**config.mk**
```make
export PLATFORM = sky130hd
export DESIGN_NAME = serial_subtractor
export DESIGN_NICKNAME = d
export VERILOG_FILES = /design/src/rtl/serial_subtractor.sv
export SDC_FILE = /design/constraint.sdc
export NUM_CORES = 1
export LEC_CHECK = 0
export BUFFER_PORTS_ARGS = -buffer_cell sky130_fd_sc_hd__buf_2
export CORE_ASPECT_RATIO = 0.6
export CORE_MARGIN = 3
export CORE_UTILIZATION = 45
export DETAILED_ROUTE_END_ITERATION = 8
export GPL_ROUTABILITY_DRIVEN = 0
export PLACE_DENSITY = 0.66
export SKIP_LAST_GASP = 1
export SLEW_MARGIN = 5
export SYNTH_ARGS = -nofsm -noshare
export SYNTH_HDL_FRONTEND = slang
export SYNTH_SLANG_ARGS = --single-unit
export TNS_END_PERCENT = 100
```
**constraint.sdc**
```tcl
create_clock -name clk -period 2.08 [get_ports clk]
set_input_delay 0.208 -clock clk [delete_from_list [all_inputs] [get_ports clk]]
set_output_delay 0.208 -clock clk [all_outputs]
set_load 0.01 [all_outputs]
```
**src/rtl/serial_subtractor.sv**
```systemverilog
// Bit-serial two's-complement subtractor: diff = a - b - bin, LSB first, one bit per clock,
// with valid/ready handshakes on the operand and result sides.
module serial_subtractor #(
  parameter int unsigned WIDTH = 8
) (
  input  logic             clk,
  input  logic             rst,
  input  logic             in_valid,
  output logic             in_ready,
  input  logic [WIDTH-1:0] a,
  input  logic [WIDTH-1:0] b,
  input  logic             bin,
  output logic             out_valid,
  input  logic             out_ready,
  output logic [WIDTH-1:0] diff,
  output logic             bout,
  output logic             ovf
);

  localparam int unsigned CW = $clog2(WIDTH) + 1;

  typedef enum logic [1:0] {IDLE, RUN, HOLD} state_e;

  state_e           state_q, state_d;
  logic [WIDTH-1:0] a_sh_q, a_sh_d, b_sh_q, b_sh_d;
  logic [WIDTH-1:0] res_q, res_d, diff_q, diff_d;
  logic [CW-1:0]    cnt_q, cnt_d;
  logic             br_q, br_d, a_msb_q, a_msb_d, b_msb_q, b_msb_d;
  logic             bout_q, bout_d, ovf_q, ovf_d;

  logic             d_bit, br_next, last_bit;
  logic [WIDTH-1:0] res_next;

  // Full-subtractor cell on the current operand LSBs
  always_comb begin
    d_bit    = a_sh_q[0] ^ b_sh_q[0] ^ br_q;
    br_next  = (~a_sh_q[0] & b_sh_q[0]) | (~(a_sh_q[0] ^ b_sh_q[0]) & br_q);
    res_next = WIDTH'({d_bit, res_q} >> 1);
    last_bit = (cnt_q == CW'(WIDTH - 1));
  end

  always_ff @(posedge clk or posedge rst) begin
    if (rst) begin
      state_q <= IDLE;
      a_sh_q  <= '0;
      b_sh_q  <= '0;
      res_q   <= '0;
      diff_q  <= '0;
      cnt_q   <= '0;
      br_q    <= 1'b0;
      a_msb_q <= 1'b0;
      b_msb_q <= 1'b0;
      bout_q  <= 1'b0;
      ovf_q   <= 1'b0;
    end else begin
      state_q <= state_d;
      a_sh_q  <= a_sh_d;
      b_sh_q  <= b_sh_d;
      res_q   <= res_d;
      diff_q  <= diff_d;
      cnt_q   <= cnt_d;
      br_q    <= br_d;
      a_msb_q <= a_msb_d;
      b_msb_q <= b_msb_d;
      bout_q  <= bout_d;
      ovf_q   <= ovf_d;
    end
  end

  always_comb begin
    state_d = state_q;
    case (state_q)
      IDLE:    if (in_valid)  state_d = RUN;
      RUN:     if (last_bit)  state_d = HOLD;
      HOLD:    if (out_ready) state_d = IDLE;
      default: state_d = IDLE;
    endcase
  end

  always_comb begin
    in_ready  = (state_q == IDLE);
    out_valid = (state_q == HOLD);
    diff      = diff_q;
    bout      = bout_q;
    ovf       = ovf_q;
  end

  // Datapath: load on accept, shift in RUN, publish the result on the last bit
  always_comb begin
    a_sh_d  = a_sh_q;
    b_sh_d  = b_sh_q;
    res_d   = res_q;
    diff_d  = diff_q;
    cnt_d   = cnt_q;
    br_d    = br_q;
    a_msb_d = a_msb_q;
    b_msb_d = b_msb_q;
    bout_d  = bout_q;
    ovf_d   = ovf_q;
    case (state_q)
      IDLE: begin
        if (in_valid) begin
          a_sh_d  = a;
          b_sh_d  = b;
          br_d    = bin;
          cnt_d   = '0;
          a_msb_d = a[WIDTH-1];
          b_msb_d = b[WIDTH-1];
        end
      end
      RUN: begin
        a_sh_d = a_sh_q >> 1;
        b_sh_d = b_sh_q >> 1;
        res_d  = res_next;
        br_d   = br_next;
        cnt_d  = cnt_q + CW'(1);
        if (last_bit) begin
          diff_d = res_next;
          bout_d = br_next;
          ovf_d  = (a_msb_q != b_msb_q) & (res_next[WIDTH-1] != a_msb_q);
        end
      end
      default: ;
    endcase
  end

endmodule

```
**Word level (Yosys, flattened, before mapping)**

Cells that the tools add are included.

- Register bits: 43
- Latch bits: 0
- Memory bits (writable): 0
- Bits in read-only memories: 0
- Output and inout bits: 12
- Logic and storage cells: 46
- Memories: 0

- $add $sub $neg: 1
- Multiply operators: 0
- Divide/modulo/power cells: 0
- Magnitude comparators: 0
- Equal/unequal tests: 8
- Shift-type cells: 0
- Mux-type cells: 12
- Bitwise logic cells: 8
- Reductions and logical operators: 6

Operators with widths:

| cell | number |
|---|---|
| case mux 8 bit (2 select lines) | 2 |
| 2-to-1 mux 8 bit | 2 |
| case mux 4 bit (2 select lines) | 1 |
| 2-to-1 mux 2 bit | 3 |
| case mux 2 bit (3 select lines) | 1 |
| AND reduction 2 bit | 3 |
| adder 4 x 1 -> 4 bit (second input constant) | 1 |
| equality test 4 x 3 -> 1 bit (second input constant) | 1 |
| 2-to-1 mux 4 bit | 1 |
| != test 2 bit (second input constant) | 2 |
| bitwise AND 1 bit | 3 |
| AND reduction 3 bit | 1 |
| equality test 2 x 1 -> 1 bit (second input constant) | 1 |
| equality test 2 bit (second input constant) | 1 |
| zero test 2 bit | 1 |
| != test 1 bit | 2 |
| != test 2 x 1 -> 1 bit (second input constant) | 1 |
| inverter 1 bit | 2 |
| case mux 1 bit (2 select lines) | 1 |
| nonzero test 2 bit | 1 |
| XOR 1 bit | 2 |
| 2-to-1 mux 1 bit | 1 |
| bitwise OR 1 bit | 1 |

**Depth between registers and ports, before layout**

- Depth after elaboration: 5
- Depth in mapped cells: 5

**Least setup slack after synthesis**

Ideal clock, no wire load.

- Path kind: register to register
- From: register a_sh_q[0]
- To: register ovf_q, in the netlist ovf
- Arrival time: 1326 ps
- Path slack: 627 ps
- Stages on the path, launching flop included: 5
- Clock period less this slack: 1453 ps
- Path through: dfrtp_1 > fa_1 > nand2_1 > o22ai_1 > mux2_1

- Word-level cells in the longest chain between the ends: 4

RTL lines:

| what | RTL line | RTL |
|---|---|---|
| from (decl) | 25 | `logic [WIDTH-1:0] a_sh_q, a_sh_d, b_sh_q, b_sh_d;` |
| from (signal assigned) | 57 | `a_sh_q <= a_sh_d;` |
| XOR 1 bit (2 in a row) | 36 | `d_bit = a_sh_q[0] ^ b_sh_q[0] ^ br_q;` |
| net d_bit | 31 | `logic d_bit, br_next, last_bit;` |
| != test 1 bit | 120 | `ovf_d = (a_msb_q != b_msb_q) & (res_next[WIDTH-1] != a_msb_q);` |
| bitwise AND 1 bit | 120 |  |
| to (signal assigned) | 66 | `ovf_q <= ovf_d;` |
| to (decl) | 29 | `logic bout_q, bout_d, ovf_q, ovf_d;` |

The timed path passes the listed nets, and every way through them passes these cells.
A chain may end at the register's enable or synchronous reset.

**Worst setup path in the final report**

Same ends and word-level chain as after synthesis.

==> results.yml <==
grt:
  antenna_found_initial: 0
  grt_pass1_vias: 1474
  grt_pass1_wl_mm: 7.18
  grt_max_degree: 43
  track_usage: 0.178
  grt.overflow.total: 0
yosys:
  async_flop_share: 1.00
  ys.flop_type: "dfrtp_1"
  yosys-top-cells-area: "dfrtp_1 (54%), nor2b_1 (5.5%), nand2_1 (5.4%)"
  syn_nets: 207
  synthXorXnorAreaFrac: 0
  ys_seq_elements: 42
  yosysSeqAreaShare: 0.544
  yosys.area_share.adder: 0.0168
  yosysWarnings: 0
  synth_mux_area_frac: 0.0783
  netlist-cell-type-count: 28
  synth_area_per_cell_um2: 10.5
  synth-edff-count: 0
  synthesis.area_um2: 1930
  synth_top_area_frac: 0.544
  synth_top_family_by_area: "compound AO/OA/AOI/OAI gates"
  synth_cells: 184
  yosys-top-cells-count: "dfrtp_1 (42), nand2_1 (28), o21ai_1 (18), nor2b_1 (17), a21oi_1 (16)"
  yosysTopAreaCell: "dfrtp_1"
  synth_simple_gate_area_frac: 0.143
  synth-compound-area-share: 0.177
  synth_most_common_cell: "dfrtp_1"
sta:
  fin_skew_ns: 0.00524
  period_share: 0.741
  max_freq_mhz: 649
  whs_ns: 0.0319
  slew_violations: 0
  min_period_ns: 1.54
  finalSetupTns_ns: 0
  worst_slack_ns: 0.538
  max_slew_margin: 0.650
  setup_viol: 0
  finalHoldViolations: 0
  tightest_slew_ns: 0.525
  rsz0062_at_grt: "no"
floorplan:
  pin_count: 33
  rows: 17
  die_area_um2: 5140
  start_util: 0.497
  die_width_um: 90.6
  core_area_um2: 3890
  dieHeight_um: 56.8
detailed_routing:
  drt-wirelength-per-cell_um: 14.7
  ant_nets: 0
  drtPass1Iterations: 4
  route.vias.total: 1441
  viasPerCell: 5.16
  drt_wl_total_mm: 4.10
  drt-initial-drc-count: 101
  drc: 0
run:
  maxCapViolations: 0
power_and_ir_drop:
  ir_drop_mv: 0.611
  fin_total_pwr_mw: 3.13
  p_leak_nw: 1.09
  p_per_area_nw_per_um2: 1380
setup_path:
  path_max_fanout: 4
  crit_family: "adder cells"
  path_buf_inv: 0
  critPathRequiredTime_ns: 2.25
  critPathLaunchType: "flop"
  slowest_delay_ns: 0.55
  critPathKind: "flop to flop"
  path_cells: "fa_1 -> nand2_1 -> o22ai_1 -> mux2_1"
  cp-end-kind: "flop"
  worstPathArrival_ns: 1.71
  worst_path_max_delay_cell: "fa_1"
cts:
  cts-resized-gates: 0
  post_cts_buffers: 0
  root_buffer: "clkbuf_8"
  h-tree-depth: 2
  cts_max_path_buffers: 2
  numCtsBuffers: 5
  ctsHoldBuffers: 0
  tritoncts: "done"
  clock_latency_ns: 0.29
  clkSlewWorstSetupHoldPaths_ns: 0.08
  clock-sinks: 42
place:
  dp_hpwl_mm: 2.91
  pre_cts_slack_ns: 0.549
  placed_cell_area_um2: 2170
  portBuffers: 32
  placedCellCount: 271
layout:
  fin_util: 0.581
  layout.cells.non_filler: 279
  final_area_um2: 2260
  syn_to_final_growth_pct: 17.0
  drive_gt1_frac: 0.234
  final_nets: 244
  diodes: 0
min_path:
  hold_path.class: "input pin to asynchronous set/reset pin"
status:
  outcome: "completed"
-- worst reg2reg max path, cell delays in order, from the launching register on --
cell	delay, ns
dfrtp_1	0.42
fa_1	0.55
nand2_1	0.10
o22ai_1	0.07
mux2_1	0.29
-- worst paths after layout --
kind / startpoint / end / slack [ns] / cells after the start
min in group clk: b[7] / b_msb_q / 0.18 / 2
max in group asynchronous: rst / cnt_q[3] / 1.67 / 3
min: rst / a_msb_q / 0.03 / 3
max reg2reg: a_sh_q[0] / ovf / 0.54 / 4
min reg2reg: res_q[1] / res_q[1] / 0.48 / 2
max: a_sh_q[0] / ovf / 0.54 / 4
-- layout by cell type (no fill, tap or decap) --
| master | n |
|---|---|
| a21o_1 | 1 |
| ha_1 | 1 |
| dfrtp_1 | 42 |
| nor3_2 | 1 |
| o22ai_1 | 1 |
| o21bai_1 | 1 |
| buf_2 | 32 |
| nand3_1 | 2 |
| and2b_4 | 1 |
| nor2b_1 | 17 |
| a21oi_1 | 16 |
| a22oi_1 | 13 |
| a22o_1 | 2 |
| o21ai_1 | 18 |
| mux2_4 | 2 |
| o311ai_1 | 1 |
| and3b_1 | 1 |
| clkbuf_1 | 1 |
| inv_1 | 5 |
| nand2b_1 | 3 |
| nor2_1 | 2 |
| nand2_1 | 28 |
| a2bb2oi_1 | 3 |
| fa_1 | 1 |
| clkinv_2 | 1 |
| buf_4 | 9 |
| clkbuf_8 | 6 |
| mux2_1 | 9 |
| mux2i_1 | 2 |
-- routing by layer --
layer	GRT usage	vias to the layer above	share of wire
li1	-	711	-
met1	0.254	695	0.50
met2	0.262	30	0.44
met3	0.0576	5	0.047
met4	0.0458	0	0.0093
met5	0	-	0
-- layout make-up --
type,count,area [um^2]
multi-input combinational,126,802
timing repair buffer,41,228
clock inverter,1,5.00
clock buffer,7,86.3
sequential,42,1050
fill,325,1630
inverter,5,18.8
tap,57,71.3
-- where the power goes --
group | switching (mW) | internal (mW)
clock | 0.265 | 0.268
sequential | 0.236 | 1.16
combinational | 0.631 | 0.567
total | 1.13 | 1.99
-- sequential cells by signal, summed over array words and instances, names as in the netlist --
signal,cells
b_sh_q,8
state_q,2
diff,8
a_msb_q,1
a_sh_q,8
br_q,1
bout,1
res_q,7
ovf,1
cnt_q,4
b_msb_q,1
-- cell families (layout without fill, tap and decap cells) --
group           Yosys count  count (layout)
mux                      13              13
simple gates             55              55
flops                    42              42
compound gates           56              56
fa+ha+maj                 2               2
buf+inv                  16              54
Note: power is estimated with default switching activity, not from simulation.
